==> config.mk <==
export PLATFORM = sky130hd
export DESIGN_NAME = reg_pipeline
export DESIGN_NICKNAME = d
export VERILOG_FILES = /design/src/rtl/reg_pipeline.sv
export SDC_FILE = /design/constraint.sdc
export NUM_CORES = 1
export LEC_CHECK = 0
export BUFFER_PORTS_ARGS = -buffer_cell sky130_fd_sc_hd__clkbuf_2
export CELL_PAD_IN_SITES_DETAIL_PLACEMENT = 0
export CELL_PAD_IN_SITES_GLOBAL_PLACEMENT = 1
export CORE_MARGIN = 2
export CORE_UTILIZATION = 48
export DETAILED_ROUTE_END_ITERATION = 7
export HOLD_SLACK_MARGIN = 0.05
export PLACE_DENSITY_LB_ADDON = 0.1
export SLEW_MARGIN = 20
export SYNTH_ARGS = -nofsm -noshare
export SYNTH_HDL_FRONTEND = slang
export SYNTH_SLANG_ARGS = --single-unit
==> constraint.sdc <==
create_clock -name clk -period 3.15 [get_ports clk]
set_clock_uncertainty 0.05 [all_clocks]
set_input_delay 0.315 -clock clk [delete_from_list [all_inputs] [get_ports clk]]
set_output_delay 0.315 -clock clk [all_outputs]
set_load 0.02 [all_outputs]
==> src/rtl/reg_pipeline.sv <==
// Elastic register pipeline: DEPTH valid/ready stages with compaction under backpressure,
// synchronous flush, registered occupancy count and asynchronous active-high reset.
module reg_pipeline #(
  parameter int WIDTH = 8,
  parameter int DEPTH = 4,
  localparam int CW = $clog2(DEPTH + 1)
) (
  input  logic             clk,
  input  logic             reset,
  input  logic [WIDTH-1:0] in_data,
  input  logic             in_valid,
  output logic             in_ready,
  output logic [WIDTH-1:0] out_data,
  output logic             out_valid,
  input  logic             out_ready,
  input  logic             flush,
  output logic [CW-1:0]    count
);

  logic [DEPTH-1:0][WIDTH-1:0] r_data;
  logic [DEPTH-1:0]            r_valid;
  logic [CW-1:0]               r_count;

  logic [DEPTH:0]              w_ready;
  logic [DEPTH-1:0]            w_ld_valid;
  logic [DEPTH-1:0][WIDTH-1:0] w_ld_data;
  logic [DEPTH-1:0]            w_valid_nxt;
  logic [CW-1:0]               w_count_nxt;
  logic                        w_accept;

  // Ready ripples from the output back toward the input, so a bubble anywhere lets upstream advance.
  always_comb begin
    w_ready        = '0;
    w_ready[DEPTH] = out_ready;
    for (int k = DEPTH - 1; k >= 0; k--)
      w_ready[k] = !r_valid[k] || w_ready[k+1];
  end

  assign in_ready = w_ready[0] && !flush && !reset;
  assign w_accept = in_valid && in_ready;

  always_comb begin
    w_ld_valid    = '0;
    w_ld_data     = '0;
    w_ld_valid[0] = w_accept;
    w_ld_data[0]  = in_data;
    for (int k = 1; k < DEPTH; k++) begin
      w_ld_valid[k] = r_valid[k-1];
      w_ld_data[k]  = r_data[k-1];
    end
  end

  // Next valid vector and its popcount, so count tracks the state after every edge.
  always_comb begin
    w_valid_nxt = r_valid;
    w_count_nxt = '0;
    for (int k = 0; k < DEPTH; k++) begin
      if (flush)
        w_valid_nxt[k] = 1'b0;
      else if (w_ready[k])
        w_valid_nxt[k] = w_ld_valid[k];
      w_count_nxt = w_count_nxt + CW'(w_valid_nxt[k]);
    end
  end

  always_ff @(posedge clk or posedge reset) begin
    if (reset) begin
      r_valid <= '0;
      r_data  <= '0;
      r_count <= '0;
    end else begin
      r_valid <= w_valid_nxt;
      r_count <= w_count_nxt;
      // Data only moves with a real beat; bubbles leave the register untouched.
      for (int k = 0; k < DEPTH; k++)
        if (w_ready[k] && w_ld_valid[k])
          r_data[k] <= w_ld_data[k];
    end
  end

  assign out_data  = r_data[DEPTH-1];
  assign out_valid = r_valid[DEPTH-1];
  assign count     = r_count;

endmodule

==> reports/metrics.sh, run 1 <==
DIE_AREA_UM2=3820
WORSTSETUPPATHDEPTH=7
POWER.DENSITY_CELL_AREA_nW_PER_UM2=685
POST_CTS.REPAIR.SETUP_BUFFERS=0
DRT-INITIAL-DRC-COUNT=19
DRT_PRE_ANTENNA_ITERS=4
YS_WARNINGS=0
FINAL_COMMON_CELL='sky130_fd_sc_hd__dfrtp_1'
FINAL_CRITICAL_PERIOD_NS=2.27
STARTING_DENSITY_OF_THE_CORE_PCT=51.7
CRITICALPATHCATEGORY='flip-flop to flip-flop'
RELSLEWSLACK_PCT=61.8
DR_TOTAL_VIAS=858
CTS_BUFFER_COUNT=5
DP_HPWL_MM=1.62
BUFFER_PORTS.INSERTED=25
PIN_SLEW_WITH_THE_LEAST_HEADROOM_TO_ITS_LIMIT_NS=0.573
SYN_TO_FINAL_GROWTH_PCT=11.4
STATUS='completed'
HP-CLASS='input pin to flip-flop'
NUMBER_OF_GLOBAL_ROUTE_VIAS_BEFORE_REPAIR=831
SYN-CELL-AREA_UM2=1600
SYN_AVG_CELL_AREA_UM2=14.7
ORIGIN_OF_THE_CRITICAL_FLOP_TO_FLOP_PATH='r_valid[2]'
SYN_NETS=125
CHIPHEIGHT_UM=61.8
WORST_R2R_END='count[1]'
WORST_REG_TO_REG_CELLS=7
SYNTH_LARGEST_AREA_CELL='sky130_fd_sc_hd__dfrtp_1'
SYNTHCELLS=109
START_KIND='flip-flop'
ROW_COUNT=20
GRT_USAGE_PCT=14.3
CLK_PIN_SLEW_NS=0.11
REMAINING_DRC_ERRORS=0
GLOBALROUTEOVERFLOWTOTAL=0
GLOBALPLACE.CONGESTION=0.731
RSZ0062_AT_GRT='no'
FIN_NETS=146
SYNTH-SEQ-AREA-SHARE_PCT=60.9
DRIVE_ABOVE_1_SHARE_PCT=53.4
HTREEDEPTH=2
REGISTER_TO_REGISTER_SETUP_SLACK_NS=0.88
POWER.LEAKAGE_uW=0.000876
CLK_LATENCY_NS=0.33
CRITPATHARRIVALTIME_NS=2.45
MAXIMUM_CELL_STAGE_DELAY_ALONG_THE_CRITICAL_PATH_NS=0.51
CRITICAL-PATH-TOP-DELAY-FAMILY='adder cells'
FINAL.SETUP.TNS_NS=0
POST-ROUTE-PERIOD-UTIL_PCT=72.2
CRITICAL-PATH-SLOWEST-CELL='sky130_fd_sc_hd__fa_1'
VDD_IR_DROP_MAX_uV=347
TIMING.FINAL.MAX_SLEW_VIOLATIONS=0
TOTAL_POWER_uW=1220
POST_DRT_WL_PER_CELL_UM=12.5
CP_COMMON_CELL='sky130_fd_sc_hd__ha_1'
DRT.ANTENNA.VIOLATING_NETS=0
FMAX_MHz=440
CTS_ROOT_BUF='sky130_fd_sc_hd__clkbuf_4'
ANTENNA_CELLS_INSERTED=0
NUMBER_OF_DISTINCT_LIBRARY_CELL_VARIANTS_IN_THE_GATE_LEVEL_NETLIST_AFTER_SYNTHESIS=20
CLOCK_SINKS=39
MOSTFREQUENTLAYOUTCELLS='sky130_fd_sc_hd__dfrtp_1 (39), sky130_fd_sc_hd__mux2_2 (32), sky130_fd_sc_hd__clkbuf_2 (25)'
POSTSYNTHREGISTERBITS=39
IO_PINS=26
TRITONCTS='done'
VIASPERCELL=4.90
CRITICAL_PATH_PEAK_FANOUT=5
WORST-ENDPOINT-REQUIRED_NS=3.33
MAX_CAP_VIOLATIONS=0
NETLIST_TOP_CELLS_AREA='sky130_fd_sc_hd__dfrtp_1 (61%), sky130_fd_sc_hd__mux2_2 (22%), sky130_fd_sc_hd__buf_4 (3.7%), sky130_fd_sc_hd__ha_1 (1.6%), sky130_fd_sc_hd__a211oi_4 (1.2%)'
WIRE_LENGTH_OF_THE_FIRST_GLOBAL_ROUTING_PASS_MM=3.73
FLOORPLAN.DIE.WIDTH_UM=61.8
WORST-PATH-BUF-INV=1
CORE-AREA_UM2=3100
ANTENNA_FOUND_INITIAL=0
AREA_SHARE_OF_THE_LARGEST_CELL_TYPE_AFTER_SYNTHESIS_PCT=60.9
GRT_START_MAX_NET_PINS=30
CRITICAL_PATH.ENDPOINT_TYPE='flip-flop'
TIMING.FINAL.SETUP_VIOLATIONS=0
CLK_PATH_BUF_DEPTH=2
STARTPOINT='r_valid[2]'
CP-ENDPOINT='count[1]'
FINALHOLDVIOLCOUNT=0
CELL_CHAIN_OF_THE_CRITICAL_PATH='and4b_1 -> nor2_1 -> or2_2 -> fa_1 -> inv_1 -> ha_1 -> ha_1'
DRT_WL_TOTAL_MM=2.20
-- worst register-to-register path, cell delays in order, from the launching register on --
cell                      delay (ns)
sky130_fd_sc_hd__dfrtp_1        0.42
sky130_fd_sc_hd__and4b_1        0.34
sky130_fd_sc_hd__nor2_1         0.09
sky130_fd_sc_hd__or2_2          0.29
sky130_fd_sc_hd__fa_1           0.51
sky130_fd_sc_hd__inv_1          0.04
sky130_fd_sc_hd__ha_1           0.17
sky130_fd_sc_hd__ha_1           0.26
-- cell families (layout without fill, tap and decap cells) --
| kind of cell | count (synthesis) | in the layout | synth area share, % |
|---|---|---|---|
| simple gates | 13 | 13 | 4.45 |
| buf+inv | 16 | 38 | 5.93 |
| mux | 32 | 32 | 22.5 |
| fa+ha+maj | 3 | 3 | 2.81 |
| flops | 39 | 39 | 60.9 |
| compound gates | 6 | 6 | 3.44 |
-- metrics by stage --
| step | worst slack, ns | instance area (um2) | utilization (%) | cells | hold slack (ns) |
|---|---|---|---|---|---|
| after global routing | 0.757 | 1790 | 57.5 | 175 | 0.127 |
| after CTS | 0.861 | 1780 | 57.2 | 174 | 0.136 |
| final | 0.876 | 1790 | 57.5 | 175 | 0.156 |
| after floorplan | 0.903 | 1600 | - | 109 | 0.417 |
| after detailed placement | 0.840 | 1710 | 55.0 | 166 | 0.440 |
| after global placement | 0.877 | 1710 | 55.0 | 166 | 0.434 |
-- flip-flops by register name (all words and copies together), names as in the netlist --
register,cells
count,3
r_valid,4
r_data,24
out_data,8
-- per-layer routing --
metal  wire length [um]  up-vias  global-route usage (%)
met5                  0        -                       0
met4                 44        0                    6.38
met3                151        5                    6.42
met2               1060       24                    23.8
met1                941      418                    15.9
li1                   -      411                       -
-- synth_stat cells --
cell,number
sky130_fd_sc_hd__nand2b_1,2
sky130_fd_sc_hd__a21bo_2,1
sky130_fd_sc_hd__ha_1,2
sky130_fd_sc_hd__buf_2,4
sky130_fd_sc_hd__a21o_1,1
sky130_fd_sc_hd__mux2_2,32
sky130_fd_sc_hd__nand2_1,1
sky130_fd_sc_hd__or2b_1,1
sky130_fd_sc_hd__and4b_1,1
sky130_fd_sc_hd__inv_1,3
sky130_fd_sc_hd__nor2_1,5
sky130_fd_sc_hd__clkbuf_1,1
sky130_fd_sc_hd__a21oi_1,2
sky130_fd_sc_hd__or2_2,2
sky130_fd_sc_hd__nor2b_1,1
sky130_fd_sc_hd__dfrtp_1,39
sky130_fd_sc_hd__fa_1,1
sky130_fd_sc_hd__a211oi_1,1
sky130_fd_sc_hd__buf_4,8
sky130_fd_sc_hd__a211oi_4,1
-- timing repair --
action / CTS / global route
hold endpoints to repair: 0 / 28
resized for setup: 0 / 0
hold buffers: 0 / 1
-- final cells by class --
class	count	area, um2
flip-flops and latches	39	976
fillers	286	1320
well taps	44	55.1
inverters	3	11.3
repair buffers	27	143
clock buffers	8	68.8
multi-input cells	54	532
-- report_power, final --
group | internal (uW) | total [uW] | switching (uW)
clock network | 131 | 275 | 143
registers | 636 | 699 | 62.8
logic | 136 | 249 | 113
total | 904 | 1220 | 319
-- worst min-delay path by stage --
stage	from	end	slack, ns	cells after the start
floorplan	in_data[0]	r_data[0]	0.42	1
global placement	r_data[16]	r_data[16]	0.43	1
detailed placement	r_data[8]	r_data[16]	0.44	1
CTS	in_data[6]	r_data[6]	0.14	2
global route	in_data[0]	r_data[0]	0.13	2
finish	in_data[6]	r_data[6]	0.16	2
Note: power is estimated with default switching activity, not from simulation.
==> inputs of run 2 (changes only) <==
Settings changed: CORE_UTILIZATION 48 to 45.
Clock period 3.15 ns to 2.4 ns, I/O delays scaled along.
==> run 2 against run 1 <==
Effect of this change:
- final area grew 3.2%
- clock-buffer cell count shrank 2
- utilization shrank 3.2 points
- critical path type unchanged
==> reports/metrics.sh, run 2 (synthesized netlist as in run 1, its figures left out) <==
GLOBALPLACE.CONGESTION=0.774  # was 0.731
MAX_FLOP_REGISTER='r_data'  # unchanged
DR_TOTAL_VIAS=833  # was 858
WORST_REG_TO_REG_CELLS=7  # unchanged
CTS_BUFFER_COUNT=5  # unchanged
STARTING_DENSITY_OF_THE_CORE_PCT=47.3  # was 51.7%
PIN_SLEW_WITH_THE_LEAST_HEADROOM_TO_ITS_LIMIT_NS=0.459  # was 0.573 ns
CP-ENDPOINT='count[1]'  # unchanged
GLOBALROUTEOVERFLOWTOTAL=0  # unchanged
DP_HPWL_MM=1.66  # was 1.62 mm
TRITONCTS='done'  # unchanged
CRITICALPATHCATEGORY='flip-flop to flip-flop'  # unchanged
WORST_R2R_END='count[1]'  # unchanged
RELSLEWSLACK_PCT=69.4  # was 61.8%
CRITICAL_PATH_PEAK_FANOUT=5  # unchanged
IO_PINS=26  # unchanged
CORE-AREA_UM2=3390  # was 3100 um2
TIMING.FINAL.SETUP_VIOLATIONS=0  # unchanged
DRT-INITIAL-DRC-COUNT=10  # was 19
DRT.ANTENNA.VIOLATING_NETS=0  # unchanged
DRIVE_ABOVE_1_SHARE_PCT=52.6  # was 53.4%
CLK_PATH_BUF_DEPTH=2  # unchanged
ROW_COUNT=21  # was 20
DRT_WL_TOTAL_MM=2.19  # was 2.20 mm
REMAINING_DRC_ERRORS=0  # unchanged
FINAL.FILL_COUNT=301  # was 286
FINAL.SETUP.TNS_NS=0  # unchanged
POWER.LEAKAGE_uW=0.000899  # was 0.000876 uW
FLOORPLAN.DIE.WIDTH_UM=63.7  # was 61.8 um
DIE_AREA_UM2=4060  # was 3820 um2
STARTPOINT='r_valid[2]'  # unchanged
GRT_USAGE_PCT=13.3  # was 14.3%
DPL.CELL_COUNT=168  # was 166
LARGEST_REGISTER_FF_COUNT=24  # unchanged
FINAL_CRITICAL_PERIOD_NS=2.23  # was 2.27 ns
ORIGIN_OF_THE_CRITICAL_FLOP_TO_FLOP_PATH='r_valid[2]'  # unchanged
WIRE_LENGTH_OF_THE_FIRST_GLOBAL_ROUTING_PASS_MM=4.04  # was 3.73 mm
CLK_PIN_SLEW_NS=0.10  # was 0.11 ns
BUFFER_PORTS.INSERTED=25  # unchanged
FINALHOLDVIOLCOUNT=0  # unchanged
MULTI_INPUT_AREA_UM2=533  # was 532 um2
HP-CLASS='input pin to flip-flop'  # unchanged
TIMING.FINAL.MAX_SLEW_VIOLATIONS=0  # unchanged
CRITPATHARRIVALTIME_NS=2.40  # was 2.45 ns
MAX_CAP_VIOLATIONS=0  # unchanged
CHIPHEIGHT_UM=63.7  # was 61.8 um
ANTENNA_CELLS_INSERTED=0  # unchanged
POST-ROUTE-PERIOD-UTIL_PCT=92.9  # was 72.2%
CTS_ROOT_BUF='sky130_fd_sc_hd__clkbuf_4'  # unchanged
SYN_TO_FINAL_GROWTH_PCT=14.9  # was 11.4%
POST_DRT_WL_PER_CELL_UM=12.2  # was 12.5 um
FINAL_COMMON_CELL='sky130_fd_sc_hd__dfrtp_1'  # unchanged
POWER.DENSITY_CELL_AREA_nW_PER_UM2=966  # was 685 nW/um2
CRITICAL_PATH.ENDPOINT_TYPE='flip-flop'  # unchanged
SEQ_AREA_UM2=976  # unchanged
START_KIND='flip-flop'  # unchanged
NUMBER_OF_GLOBAL_ROUTE_VIAS_BEFORE_REPAIR=885  # was 831
CLOCK_SINKS=39  # unchanged
DRT_PRE_ANTENNA_ITERS=2  # was 4
STATUS='completed'  # unchanged
ANTENNA_FOUND_INITIAL=0  # unchanged
FIN_NETS=148  # was 146
CLK_LATENCY_NS=0.33  # about the same
HTREEDEPTH=2  # unchanged
MOSTFREQUENTLAYOUTCELLS='sky130_fd_sc_hd__dfrtp_1 (39), sky130_fd_sc_hd__mux2_2 (32), sky130_fd_sc_hd__clkbuf_2 (25)'  # unchanged
POST_CTS.REPAIR.SETUP_BUFFERS=0  # unchanged
RSZ0062_AT_GRT='no'  # unchanged
VDD_IR_DROP_MAX_uV=500  # was 347 uV
WORST-ENDPOINT-REQUIRED_NS=2.57  # was 3.33 ns
GRT_START_MAX_NET_PINS=40  # was 30
VIASPERCELL=4.65  # was 4.90
REGISTER_TO_REGISTER_SETUP_SLACK_NS=0.17  # was 0.88 ns
FMAX_MHz=449  # was 440 MHz
STDCELL_COUNT=179  # was 175
## run 2: cell count changes in the layout (fill, tap and decap cells not counted), sizes merged
cell,delta
bufinv,+2
clkbuf,-2
dlygate4sd3,+2
## run 2: where the power goes
part | internal, uW | leakage (uW) | switching, uW
combinational | 181 | 0.000357 | 150
sequential | 836 | 0.000490 | 91.8
clock | 325 | 0.0000525 | 196
total | 1340 | 0.000899 | 437
## run 2: critical path: stages (launching register included)
cell	delay (ns)
sky130_fd_sc_hd__dfrtp_1	0.41
sky130_fd_sc_hd__and4b_2	0.32
sky130_fd_sc_hd__nor2_1	0.08
sky130_fd_sc_hd__or2_2	0.29
sky130_fd_sc_hd__fa_1	0.50
sky130_fd_sc_hd__inv_1	0.04
sky130_fd_sc_hd__ha_1	0.17
sky130_fd_sc_hd__ha_1	0.27
## run 2: metal layers
| layer | global-route usage, % | vias to the layer above | routed length [um] | part of all wire [%] |
|---|---|---|---|---|
| met5 | 0 | - | 0 | 0 |
| met4 | 5.71 | 0 | 34 | 1.6 |
| met3 | 5.89 | 4 | 129 | 5.9 |
| met2 | 20.3 | 24 | 987 | 45 |
| met1 | 16.5 | 400 | 1030 | 47 |
| li1 | - | 405 | - | - |
## run 2: final cells by class
cell class | instances | share of cell area (%)
clock buffers | 6 | 2.24
well taps | 46 | 3.12
clock inverters | 2 | 3.26
repair buffers | 29 | 8.83
inverters | 3 | 0.611
flip-flops and latches | 39 | 53.0
multi-input cells | 54 | 28.9
## run 2: worst min path at each step
stage,startpoint,endpoint,slack [ns],cells after the start
after CTS,in_data[1],r_data[1],0.07,2
final,in_data[1],r_data[1],0.08,2
after floorplan,in_data[0],r_data[0],0.34,1
after global placement,reset,r_valid[0],0.33,3
after detailed placement,reset,r_valid[3],0.33,3
after global routing,in_data[7],r_data[7],0.05,2
## run 2: stage by stage
step,util [%],hold slack [ns],area (um2),total power [uW],setup WS [ns]
finish,54.3,0.0796,1840,1780,0.171
global route,54.3,0.0548,1840,1900,0.0548
CTS,53.7,0.0658,1820,1800,0.121
detailed placement,50.4,0.332,1710,1280,0.130
floorplan,-,0.342,1600,1230,0.153
global placement,50.4,0.325,1710,1250,0.202
## run 2: what timing repair did
action	CTS	global route
hold buffers	1	2
gates resized for setup	0	1
endpoints found under the hold margin	39	2
setup endpoints to repair	0	1
